==> src/rtl/mem_wb_stage.sv <==
// MEM/WB pipeline register and write-back stage: picks the write-back value,
// drives the register-file write port and forwarding taps, counts retirements,
// and stalls the pipe while a popped return PC waits for fetch to take it.
module mem_wb_stage #(
    parameter int DATA_W     = 16,
    parameter int REG_ADDR_W = 4
) (
    input  logic                  clk,
    input  logic                  rst,
    input  logic                  stall,
    input  logic                  flush,
    input  logic                  valid_in,
    input  logic                  RegWrite_in,
    input  logic                  mem_to_reg_in,
    input  logic                  ret_future_in,
    input  logic [REG_ADDR_W-1:0] reg_rd_in,
    input  logic [DATA_W-1:0]     mem_read_data,
    input  logic [DATA_W-1:0]     alu_result_in,
    input  logic                  ret_pc_ack,
    output logic                  reg_we,
    output logic [REG_ADDR_W-1:0] reg_wr_addr,
    output logic [DATA_W-1:0]     reg_wr_data,
    output logic                  fwd_valid,
    output logic                  ret_pc_valid,
    output logic [DATA_W-1:0]     ret_pc,
    output logic                  stage_busy,
    output logic [15:0]           retire_cnt
);

    typedef enum logic {IDLE, RET_REQ} state_t;

    state_t                  state_q, state_d;
    logic                    wb_pend_q, wb_pend_d;
    logic                    rw_q, rw_d;
    logic                    m2r_q, m2r_d;
    logic [REG_ADDR_W-1:0]   rd_q, rd_d;
    logic [DATA_W-1:0]       mem_q, mem_d;
    logic [DATA_W-1:0]       alu_q, alu_d;
    logic [DATA_W-1:0]       ret_pc_q, ret_pc_d;
    logic [15:0]             cnt_q, cnt_d;
    logic                    busy;
    logic                    capture;

    assign busy    = (state_q == RET_REQ);
    assign capture = !flush && !stall && !busy;

    always_comb begin
        state_d   = state_q;
        wb_pend_d = 1'b0;
        rw_d      = rw_q;
        m2r_d     = m2r_q;
        rd_d      = rd_q;
        mem_d     = mem_q;
        alu_d     = alu_q;
        ret_pc_d  = ret_pc_q;
        cnt_d     = cnt_q + {15'd0, wb_pend_q};

        // Clearing wb_pend on hold keeps each captured instruction to one write.
        if (flush) begin
            rw_d = 1'b0;
        end else if (capture) begin
            wb_pend_d = valid_in;
            rw_d      = RegWrite_in;
            m2r_d     = mem_to_reg_in;
            rd_d      = reg_rd_in;
            mem_d     = mem_read_data;
            alu_d     = alu_result_in;
        end

        // Flush does not touch the return FSM: a pending return must reach fetch.
        case (state_q)
            IDLE: begin
                if (capture && valid_in && ret_future_in) begin
                    state_d  = RET_REQ;
                    ret_pc_d = mem_read_data;
                end
            end
            RET_REQ: begin
                if (ret_pc_ack) state_d = IDLE;
            end
            default: state_d = IDLE;
        endcase
    end

    always_ff @(posedge clk) begin
        if (rst) begin
            state_q   <= IDLE;
            wb_pend_q <= 1'b0;
            rw_q      <= 1'b0;
            m2r_q     <= 1'b0;
            rd_q      <= '0;
            mem_q     <= '0;
            alu_q     <= '0;
            ret_pc_q  <= '0;
            cnt_q     <= '0;
        end else begin
            state_q   <= state_d;
            wb_pend_q <= wb_pend_d;
            rw_q      <= rw_d;
            m2r_q     <= m2r_d;
            rd_q      <= rd_d;
            mem_q     <= mem_d;
            alu_q     <= alu_d;
            ret_pc_q  <= ret_pc_d;
            cnt_q     <= cnt_d;
        end
    end

    assign reg_we       = wb_pend_q && rw_q && (rd_q != '0);
    assign reg_wr_addr  = rd_q;
    assign reg_wr_data  = m2r_q ? mem_q : alu_q;
    assign fwd_valid    = reg_we;
    assign ret_pc_valid = busy;
    assign stage_busy   = busy;
    assign ret_pc       = ret_pc_q;
    assign retire_cnt   = cnt_q;

endmodule

==> config.mk <==
export PLATFORM = sky130hd
export DESIGN_NAME = mem_wb_stage
export DESIGN_NICKNAME = d
export VERILOG_FILES = /design/src/rtl/mem_wb_stage.sv
export SDC_FILE = /design/constraint.sdc
export NUM_CORES = 1
export LEC_CHECK = 0
export CELL_PAD_IN_SITES_DETAIL_PLACEMENT = 0
export CELL_PAD_IN_SITES_GLOBAL_PLACEMENT = 1
export CORE_MARGIN = 8
export CORE_UTILIZATION = 25
export DETAILED_ROUTE_END_ITERATION = 12
export PLACE_DENSITY = 0.61
export SYNTH_ARGS = -nofsm -noshare
export SYNTH_HDL_FRONTEND = slang
export SYNTH_SLANG_ARGS = --single-unit
export TNS_END_PERCENT = 100
==> constraint.sdc <==
create_clock -name clk -period 1.8 [get_ports clk]
set_input_delay 0.36 -clock clk [delete_from_list [all_inputs] [get_ports clk]]
set_output_delay 0.36 -clock clk [all_outputs]
set_load 0.01 [all_outputs]
==> results of run 1 <==
layout by cell type, fill, tap and decap left out, types with 3 or more instances in the layout:
cell	n
sky130_fd_sc_hd__buf_2	5
sky130_fd_sc_hd__nor2_1	13
sky130_fd_sc_hd__a21oi_1	58
sky130_fd_sc_hd__mux2_2	16
sky130_fd_sc_hd__nand4_1	5
sky130_fd_sc_hd__nand3_1	6
sky130_fd_sc_hd__xnor2_1	7
sky130_fd_sc_hd__nand2_1	113
sky130_fd_sc_hd__clkbuf_16	9
sky130_fd_sc_hd__o21ai_0	3
sky130_fd_sc_hd__buf_4	7
sky130_fd_sc_hd__nor3_1	5
sky130_fd_sc_hd__xor2_1	3
sky130_fd_sc_hd__clkdlybuf4s50_1	81
sky130_fd_sc_hd__buf_12	4
sky130_fd_sc_hd__nor4_4	3
sky130_fd_sc_hd__ha_1	3
sky130_fd_sc_hd__dfxtp_1	70
sky130_fd_sc_hd__or3_1	4
sky130_fd_sc_hd__clkdlybuf4s15_1	10
sky130_fd_sc_hd__clkinv_2	3
cells in the mapped netlist, drive strengths merged:
master	instances	area share
mux2	16	0.062
nand3	6	0.010
nand2b	2	0.0043
nor2b	2	0.0043
nand4	5	0.011
nor2	14	0.018
dfxtp	72	0.50
buf	12	0.029
xor2	3	0.0091
o21ai	3	0.0052
nor4	3	0.017
clkbuf	12	0.016
xnor2	7	0.021
and2	1	0.0022
nor3	6	0.012
nand2	113	0.15
mux2i	1	0.0035
or3	4	0.0087
a31o	1	0.0030
a21oi	58	0.10
ha	3	0.013
nor3b	1	0.0026
and3	1	0.0022
logic make-up (layout without fill, tap and decap cells):
group	count (synthesis)	count (layout)	share of synthesized area
AOI/OAI and AO/OA	62	62	0.109
xor gates and xnor gates	10	10	0.0303
adders and majority gates	3	3	0.0130
buffers and inverters	24	128	0.0442
DFF	72	72	0.499
muxes	17	17	0.0658
and+or+nand+nor	158	158	0.239
final timing paths:
check                     start              end  slack (ns)  depth (start not counted)
setup reg to reg  retire_cnt[0]    retire_cnt[8]        0.17                          6
hold reg to reg       alu_q[13]        alu_q[13]        0.45                          2
hold / removal              rst    retire_cnt[2]        0.33                          2
setup / recovery          m2r_q  reg_wr_data[11]        0.04                          3
stage by stage:
step	utilization	area [µm²]	setup slack, ns
3_3_place_gp	0.359	4080	0.0551
3_5_place_dp	0.359	4080	0.00660
6_report	0.387	4400	0.0449
4_1_cts	0.389	4430	0.00264
2_1_floorplan	-	2890	0.256
5_1_grt	0.387	4400	0.00255
final cells by class:
class / instances / area, µm² / area share
clock buffers: 10 / 239 / 0.0544
clock inverters: 6 / 82.6 / 0.0188
well taps: 143 / 179 / 0.0407
flip-flops and latches: 72 / 1440 / 0.328
multi-input cells: 250 / 1350 / 0.306
repair buffers: 112 / 1110 / 0.252
timing repair:
action,in CTS,in global routing
setup endpoints to repair,18,9
gates cloned,0,0
pin swaps,0,0
gates resized for setup,42,8
report_power, final:
| group | leakage (nW) | switching (W) | internal, W |
|---|---|---|---|
| clock network | 0.158 | 0.000672 | 0.00124 |
| registers | 0.586 | 0.0000286 | 0.00164 |
| logic | 0.871 | 0.000165 | 0.000203 |
layer usage:
layer | track usage | vias to the layer above | routed length [µm]
met5 | 0 | - | 0
met4 | 0.0451 | 0 | 112
met3 | 0.0621 | 9 | 979
met2 | 0.152 | 81 | 3380
met1 | 0.145 | 1173 | 4000
li1 | - | 1342 | -
worst max-delay path, delay by kind of cell (launching register included):
family,cells,cell delay [ns]
DFF,1,0.35
muxes,1,0.34
buffers and inverters,2,0.37
state kept, by name, indices dropped and copies added, names as in the netlist:
name	flops
ret_pc_valid	1
reg_wr_addr	4
wb_pend_q	1
rw_q	1
ret_pc	16
alu_q	16
mem_q	16
retire_cnt	16
m2r_q	1
==> results.md, run 1 <==
- Result of the run: complete, no violations
- Leakage power figure: about 1.6 nW
- Smallest hold slack: ~0.33 ns
- Via count of the first global-routing pass: 2615
- Critical path arrival: between 1 and 1.5 ns
- Total nets after synthesis: 394
- Final Non-Filler Cells: 593
- CTS H-tree depth: 3
- Core footprint: roughly 0.011 mm²
- Register bit total from synthesis: 72
- Post-layout power: 0.00395 W
- Average wire length per cell after detail routing: between 10 and 15 µm
- Maximum number of pins on one net before global-route repair: between 60 and 70
- Ratio of total power to cell area: between 800 and 900 mW/mm²
- Post-synthesis instance total: 346
- Total gr overflow: 0
- Detailed-route wire length: between 8000 and 9000 µm
- Skew-Pair Late Insertion Delay: 0.33 ns
- GRT Overall Usage: 0.113
- Max Clk Rate: between 500 and 600 MHz
- Number of unique standard cell types used by synthesis: 27
- ANT nets after route: 0
- Post-CTS Setup Inserts: 0
- Max-cap violations: 0
- Syn. warnings: 0
- Syn avg cell area: 8.35 µm²
- Share of the cycle needed by the critical path after routing: 0.975
- Share of the yosys chip area belonging to registers: 0.499
- Crit Path Class: register to primary output
- Initial Utilization: 0.254
- Fin Setup TNS: 0 ns
- Diodes inserted: 0
- Series of cell instances along the critical path: buf_12 -> mux2_2 -> clkdlybuf4s15_1
- Final nets: roughly 490
- Fraction of layout cells with a size suffix above 1: 0.131
- Clock-pin transition on the worst setup and hold timing paths: 0.06 ns
- Layout overhead on the synthesized area: 52.1%
- Total setup violations reported at the end of the flow: 0
- Die Area: 0.0153 mm²
- Worst-case clock buffer depth: 2
- Peak per-stage delay on the critical path: between 0.3 and 0.4 ns
- Class of the worst hold path: input pin to register
- Crit-path slowest cell: sky130_fd_sc_hd__dfxtp_2
- Final max-slew violation count: 0
- DR iter-0 viols: ~130
- Clock sink count: 72
- Synthesized area: 0.00289 mm²
- Remaining design rule violation count: 0
- CP startpoint kind: register
- Die Height: 124 µm
- Filler Cell Count: 1170
- Via-per-instance ratio: 4.39
- Wire length of the first global-routing pass: about 13000 µm
- Final hold violation count: 0
- Fin Clk Skew: around 0.0037 ns
- Die width: approximately 120 µm
- Pre-antenna DRT Iters: 4
- Setup repair after global routing missed its margin: no
- Clk root buf: sky130_fd_sc_hd__clkbuf_16
- Clock buffers created by TritonCTS: 9
- Hold-fix buffers, CTS: 0
- Count of pins on the block boundary: slightly above 100
- Highest net fanout along the worst path: 11
- Cells after DPL: 577
- Setup crit end kind: primary output
- Total of buffers placed on input and output ports: 100
- Time the worst path needs with I/O delays and setup: approximately 1.8 ns
- Max-slew headroom: 0.793
- Critical path data required time: 1.44 ns
- Total via count after detailed routing: 2605
- Total half-perimeter wirelength after legalization and detailed placement: 6160 µm
- Worst-margin pin slew: ~0.31 ns
- Placement row count: 39
- Peak supply drop: ~0.00038 V
- Number of antenna violations at the first check in global routing: 0
- CTS tree: done
- Final weighted congestion of routability-driven global placement: between 0.7 and 0.8
(Power assumes the default switching activity.)
==> inputs of run 2 (changes only) <==
--- a/config.mk
+++ b/config.mk
@@ -10,6 +10,8 @@
 export CORE_MARGIN = 8
 export CORE_UTILIZATION = 25
 export DETAILED_ROUTE_END_ITERATION = 12
+export GPL_ROUTABILITY_DRIVEN = 1
+export MAX_ROUTING_LAYER = met4
 export PLACE_DENSITY = 0.61
 export SYNTH_ARGS = -nofsm -noshare
 export SYNTH_HDL_FRONTEND = slang
==> run 2 against run 1 <==
Against the previous run: setup slack lost 0.00096 ns; non-clock buffer count is the same; die area is the same; utilization is the same; maximum frequency is essentially flat.
==> results.md, run 2 (synthesis gave the netlist of run 1 again) <==
- Result of the run: complete, no violations (unchanged)
- Max-slew headroom: 0.796 (was 0.793)
- Ratio of total power to cell area: 899 mW/mm² (about the same)
- Critical path arrival: 1.40 ns (about the same)
- Time the worst path needs with I/O delays and setup: 1.76 ns (about the same)
- CTS H-tree depth: 3 (unchanged)
- Launch point of the worst hold path: rst (unchanged)
- Pre-antenna DRT Iters: 4 (unchanged)
- Post-CTS Setup Inserts: 0 (unchanged)
- Final critical-path setup slack: 0.0439 ns (was 0.0449 ns)
- Placement row count: 39 (unchanged)
- Max Clk Rate: 569 MHz (was 570 MHz)
- Setup crit end kind: primary output (unchanged)
- Die Area: 0.0153 mm² (unchanged)
- Worst-case clock buffer depth: 2 (unchanged)
- Reg2reg setup slack: 0.17 ns (about the same)
- Fin Clk Skew: 0.00409 ns (was 0.00369 ns)
- Endpoint of the worst setup timing path: reg_wr_data[11] (unchanged)
- Setup repair after global routing missed its margin: no (unchanged)
- Detailed-route wire length: 8480 µm (about the same)
- Clock-pin transition on the worst setup and hold timing paths: 0.06 ns (about the same)
- Clock sink count: 72 (unchanged)
- Filler Cell Count: 1170 (unchanged)
- Total via count after detailed routing: 2597 (was 2605)
- Crit Path Class: register to primary output (unchanged)
- Via-per-instance ratio: 4.38 (was 4.39)
- Smallest hold slack: 0.333 ns (about the same)
- Number of antenna violations at the first check in global routing: 0 (unchanged)
- Worst reg2reg path depth: 6 (unchanged)
- Class of the worst hold path: input pin to register (unchanged)
- Die width: 124 µm (unchanged)
- Diodes inserted: 0 (unchanged)
- Critical register-to-register path startpoint: retire_cnt[0] (unchanged)
- Remaining design rule violation count: 0 (unchanged)
- Fraction of layout cells with a size suffix above 1: 0.131 (unchanged)
- Skew-Pair Late Insertion Delay: 0.33 ns (about the same)
- CP startpoint kind: register (unchanged)
- Total gr overflow: 0 (unchanged)
- DR iter-0 viols: 124 (was 128)
- CTS tree: done (unchanged)
- Wire length of the first global-routing pass: 13400 µm (about the same)
- Total setup violations reported at the end of the flow: 0 (unchanged)
- Most common cell after layout, fill and taps aside: sky130_fd_sc_hd__nand2_1 (unchanged)
- Multi-input gate area: 0.00135 mm² (unchanged)
- Max-cap violations: 0 (unchanged)
- ANT nets after route: 0 (unchanged)
- Core footprint: 0.0114 mm² (unchanged)
- Final max-slew violation count: 0 (unchanged)
- Initial Utilization: 0.254 (unchanged)
- Count of pins on the block boundary: 101 (unchanged)
- Worst-margin pin slew: 0.305 ns (was 0.310 ns)
- Total of buffers placed on input and output ports: 100 (unchanged)
- Peak supply drop: 0.000379 V (was 0.000378 V)
- Sequential standard cell area: 0.00144 mm² (unchanged)
- Maximum number of pins on one net before global-route repair: 67 (unchanged)
- Critical path data required time: 1.44 ns (about the same)
- Final nets: 493 (unchanged)
- Die Height: 124 µm (unchanged)
- Hold-fix buffers, CTS: 0 (unchanged)
- Cts repair resizes: 42 (unchanged)
- Worst setup slack before clock tree synthesis: 0.00660 ns (unchanged)
- Clock buffers created by TritonCTS: 9 (unchanged)
- Share of the cycle needed by the critical path after routing: 0.976 (was 0.975)
- Crit Reg-Reg Endpoint: retire_cnt[8] (unchanged)
- Final weighted congestion of routability-driven global placement: 0.746 (was 0.737)
- Via count of the first global-routing pass: 2625 (was 2615)
- Average wire length per cell after detail routing: 14.3 µm (about the same)
- Final hold violation count: 0 (unchanged)
- Origin of the worst setup path: m2r_q (unchanged)
- Clk root buf: sky130_fd_sc_hd__clkbuf_16 (unchanged)
- Highest net fanout along the worst path: 11 (unchanged)
- Total half-perimeter wirelength after legalization and detailed placement: 6160 µm (unchanged)
- Fin Setup TNS: 0 ns (unchanged)
- Top library cells by usage in the layout, fill and taps aside: sky130_fd_sc_hd__nand2_1, sky130_fd_sc_hd__clkdlybuf4s50_1, sky130_fd_sc_hd__dfxtp_1 (unchanged)
- Layout overhead on the synthesized area: 52.1% (unchanged)
- GRT Overall Usage: 0.116 (was 0.113)
- Leakage power figure: 1.61 nW (unchanged)
[run 2: cell counts in the layout (fill, tap and decap cells not counted)]
Identical to the previous run, type by type.
[run 2: final cells by class]
type | count | area share
clock inverters | 6 | 0.0188
clock buffers | 10 | 0.0544
repair buffers | 112 | 0.252
multi-input cells | 250 | 0.306
well taps | 143 | 0.0407
flip-flops and latches | 72 | 0.328
[run 2: per-layer routing]
| metal | global-route usage | wire length, µm |
|---|---|---|
| met5 | - | 0 |
| met4 | 0.0451 | 131 |
| met3 | 0.0484 | 730 |
| met2 | 0.151 | 3340 |
| met1 | 0.154 | 4280 |
[run 2: critical path, stage by stage (launching register included)]
cell                              delay, ns
sky130_fd_sc_hd__dfxtp_2               0.35
sky130_fd_sc_hd__buf_12                0.14
sky130_fd_sc_hd__mux2_2                0.34
sky130_fd_sc_hd__clkdlybuf4s15_1       0.24
[run 2: worst min-delay path by stage]
stage	to	slack, ns	depth (start not counted)
global placement	mem_q[9]	0.44	2
detailed placement	mem_q[9]	0.44	2
floorplan	mem_q[0]	0.43	2
CTS	retire_cnt[11]	0.32	2
finish	retire_cnt[2]	0.33	2
global route	retire_cnt[2]	0.34	2
[run 2: power breakdown]
part	internal [W]	leakage (nW)	total [W]	switching, W
Clock	0.00124	0.158	0.00191	0.000670
Sequential	0.00164	0.586	0.00167	0.0000286
Combinational	0.000203	0.871	0.000368	0.000165
[run 2: through the flow]
step / cell area [µm²] / util / total power, W / std cells
after floorplan: 2890 / - / 0.00185 / 346
after global placement: 4080 / 0.359 / 0.00209 / 577
after detailed placement: 4080 / 0.359 / 0.00209 / 577
after CTS: 4430 / 0.389 / 0.00403 / 593
after global routing: 4400 / 0.387 / 0.00411 / 593
final: 4400 / 0.387 / 0.00395 / 593
==> inputs of run 3 (changes only) <==
--- a/config.mk
+++ b/config.mk
@@ -7,12 +7,13 @@
 export LEC_CHECK = 0
 export CELL_PAD_IN_SITES_DETAIL_PLACEMENT = 0
 export CELL_PAD_IN_SITES_GLOBAL_PLACEMENT = 1
-export CORE_MARGIN = 8
-export CORE_UTILIZATION = 25
+export CORE_MARGIN = 5
+export CORE_UTILIZATION = 41
 export DETAILED_ROUTE_END_ITERATION = 12
+export DONT_BUFFER_PORTS = 1
 export GPL_ROUTABILITY_DRIVEN = 1
 export MAX_ROUTING_LAYER = met4
-export PLACE_DENSITY = 0.61
+export PLACE_DENSITY = 0.69
 export SYNTH_ARGS = -nofsm -noshare
 export SYNTH_HDL_FRONTEND = slang
 export SYNTH_SLANG_ARGS = --single-unit
==> run 3 against run 2 <==
Against the previous run: register-to-register slack gained 0.05 ns; non-clock buffer count shrank 102; cell area shrank 28%; count of clock-buffer cells in the layout grew 2; wire length shrank 17%; flip-flop and latch count is the same; sequential power is essentially flat; cell count shrank 25%; critical path type unchanged; largest power group is now sequential cells; highest routed layer unchanged.
==> results.md, run 3 (synthesis gave the netlist of run 1 again) <==
- Final critical-path setup slack: 0.127 ns (was 0.0439 ns)
- Worst-margin pin slew: 0.389 ns (was 0.305 ns)
- Origin of the worst setup path: m2r_q (unchanged)
- Critical path arrival: 1.31 ns (was 1.40 ns)
- Share of the cycle needed by the critical path after routing: 0.930 (was 0.976)
- Top library cells by usage in the layout, fill and taps aside: sky130_fd_sc_hd__nand2_1, sky130_fd_sc_hd__dfxtp_1, sky130_fd_sc_hd__a21oi_1 (was sky130_fd_sc_hd__nand2_1, sky130_fd_sc_hd__clkdlybuf4s50_1, sky130_fd_sc_hd__dfxtp_1)
- Crit Reg-Reg Endpoint: retire_cnt[8] (unchanged)
- Fin Setup TNS: 0 ns (unchanged)
- Highest net fanout along the worst path: 13 (was 11)
- Via-per-instance ratio: 5.07 (was 4.38)
- Detailed-route wire length: 7010 µm (was 8480 µm)
- Met2 Use GR: 0.244 (was 0.151)
- Number of antenna violations at the first check in global routing: 0 (unchanged)
- Setup crit end kind: primary output (unchanged)
- Pre-antenna DRT Iters: 4 (unchanged)
- Worst hold path cell count: 1 (was 2)
- Total setup violations reported at the end of the flow: 0 (unchanged)
- Crit-path slowest cell: sky130_fd_sc_hd__dfxtp_2 (unchanged)
- Launch point of the worst hold path: rst (unchanged)
- Clock-pin transition on the worst setup and hold timing paths: 0.07 ns (was 0.06 ns)
- DR iter-0 viols: 78 (was 124)
- Leakage power figure: 1.13 nW (was 1.61 nW)
- Worst setup slack before clock tree synthesis: 0.224 ns (was 0.00660 ns)
- Clock buffers created by TritonCTS: 9 (unchanged)
- Total of buffers placed on input and output ports: 0 (was 100)
- Final weighted congestion of routability-driven global placement: 0.801 (was 0.746)
- Wire length of the first global-routing pass: 11200 µm (was 13400 µm)
- ANT nets after route: 0 (unchanged)
- Max-cap violations: 0 (unchanged)
- Die Area: 0.00883 mm² (was 0.0153 mm²)
- CP startpoint kind: register (unchanged)
- Remaining design rule violation count: 0 (unchanged)
- Critical register-to-register path startpoint: wb_pend_q (was retire_cnt[0])
- Fraction of layout cells with a size suffix above 1: 0.126 (was 0.131)
- GRT Overall Usage: 0.168 (was 0.116)
- Final nets: 391 (was 493)
- Number of buffers and inverters on the critical path: 1 (was 2)
- Core footprint: 0.00683 mm² (was 0.0114 mm²)
- Die width: 94.0 µm (was 124 µm)
- Final hold violation count: 0 (unchanged)
- Skew-Pair Late Insertion Delay: 0.33 ns (about the same)
- Reg2reg setup slack: 0.22 ns (was 0.17 ns)
- CTS H-tree depth: 3 (unchanged)
- Ratio of total power to cell area: 958 mW/mm² (was 899 mW/mm²)
- Series of cell instances along the critical path: buf_12 -> mux2_2 (was buf_12 -> mux2_2 -> clkdlybuf4s15_1)
- Clk root buf: sky130_fd_sc_hd__clkbuf_8 (was sky130_fd_sc_hd__clkbuf_16)
- Maximum number of pins on one net before global-route repair: 74 (was 67)
- Clock sink count: 72 (unchanged)
- Placement row count: 30 (was 39)
- Count of pins on the block boundary: 101 (unchanged)
- Total gr overflow: 0 (unchanged)
- Setup repair after global routing missed its margin: no (unchanged)
- Max-slew headroom: 0.741 (was 0.796)
- Via count of the first global-routing pass: 2144 (was 2625)
- Met3 track utilization from global routing: 0.0625 (was 0.0484)
- Max Clk Rate: 598 MHz (was 569 MHz)
- Layout overhead on the synthesized area: 9.70% (was 52.1%)
- Cells after DPL: 428 (was 577)
- Critical path data required time: 1.44 ns (about the same)
- Crit Path Class: register to primary output (unchanged)
- Time the worst path needs with I/O delays and setup: 1.67 ns (was 1.76 ns)
- Total via count after detailed routing: 2252 (was 2597)
- Met1 layer usage reported by global route: 0.209 (was 0.154)
- Total half-perimeter wirelength after legalization and detailed placement: 4830 µm (was 6160 µm)
- Most common cell after layout, fill and taps aside: sky130_fd_sc_hd__nand2_1 (unchanged)
- Initial Utilization: 0.423 (was 0.254)
- End of the worst hold path: retire_cnt[5] (was retire_cnt[2])
- Average wire length per cell after detail routing: 15.8 µm (was 14.3 µm)
- Final Non-Filler Cells: 444 (was 593)
- Diodes inserted: 0 (unchanged)
- Largest delay share family, worst path: flip-flops (was buffers and inverters)
- Top Usage Layer GRT: met2 (was met1)
- Result of the run: complete, no violations (unchanged)
- Class of the worst hold path: input pin to register (unchanged)
- Worst reg2reg path depth: 6 (unchanged)
- Fin Clk Skew: 0.00766 ns (was 0.00409 ns)
- Worst-case clock buffer depth: 2 (unchanged)
- Final max-slew violation count: 0 (unchanged)
- Hold-fix buffers, CTS: 0 (unchanged)
- CTS tree: done (unchanged)
- Peak per-stage delay on the critical path: 0.42 ns (was 0.35 ns)
- Peak supply drop: 0.000364 V (was 0.000379 V)
- Die Height: 94.0 µm (was 124 µm)
[run 3: cell count changes in the layout (fill, tap and decap cells not counted), moves of 2 or more]
cell	previous run	this run
sky130_fd_sc_hd__clkbuf_2	2	0
sky130_fd_sc_hd__clkbuf_16	9	0
sky130_fd_sc_hd__clkbuf_1	0	3
sky130_fd_sc_hd__buf_2	5	0
sky130_fd_sc_hd__clkdlybuf4s15_1	10	0
sky130_fd_sc_hd__clkbuf_8	1	9
sky130_fd_sc_hd__dlygate4sd2_1	2	0
sky130_fd_sc_hd__buf_12	4	2
sky130_fd_sc_hd__clkdlybuf4s50_1	81	0
[run 3: area by class of cell]
| cell class | instances | area (µm²) |
|---|---|---|
| Tap cell | 96 | 120 |
| Clock inverter | 4 | 45.0 |
| Multi-Input combinational cell | 250 | 1330 |
| Fill cell | 714 | 3660 |
| Timing Repair Buffer | 10 | 100 |
| Sequential cell | 72 | 1440 |
| Clock buffer | 12 | 135 |
[run 3: report_power, final]
group          switching (W)  internal (W)
Sequential         0.0000328       0.00164
Combinational      0.0000920     0.0000687
Clock               0.000567      0.000636
Total               0.000692       0.00234
[run 3: how the worst max path moves through the flow]
stage	endpoint	cells past startpoint
2_1_floorplan	reg_wr_data[10]	3
3_3_place_gp	retire_cnt[10]	6
3_5_place_dp	retire_cnt[8]	6
4_1_cts	reg_wr_data[13]	2
5_1_grt	reg_wr_data[13]	2
6_report	reg_wr_data[13]	2
[run 3: per-stage QoR]
step	instance area, µm²	power [W]	hold slack, ns	utilization
after floorplan	2890	0.00185	0.433	-
after global placement	2990	0.00187	0.433	0.438
after detailed placement	2990	0.00188	0.438	0.438
after CTS	3170	0.00309	0.0627	0.464
after global routing	3170	0.00319	0.0649	0.464
final	3170	0.00304	0.0907	0.464
[run 3: timing repair]
item,CTS,global route
resized for setup,1,0
buffers inserted,0,0
endpoints found under the setup margin,6,0
[run 3: metal layers]
layer	part of all wire	wire, µm
met1	0.44	3070
met2	0.46	3230
met3	0.088	616
met4	0.013	89
met5	0	0
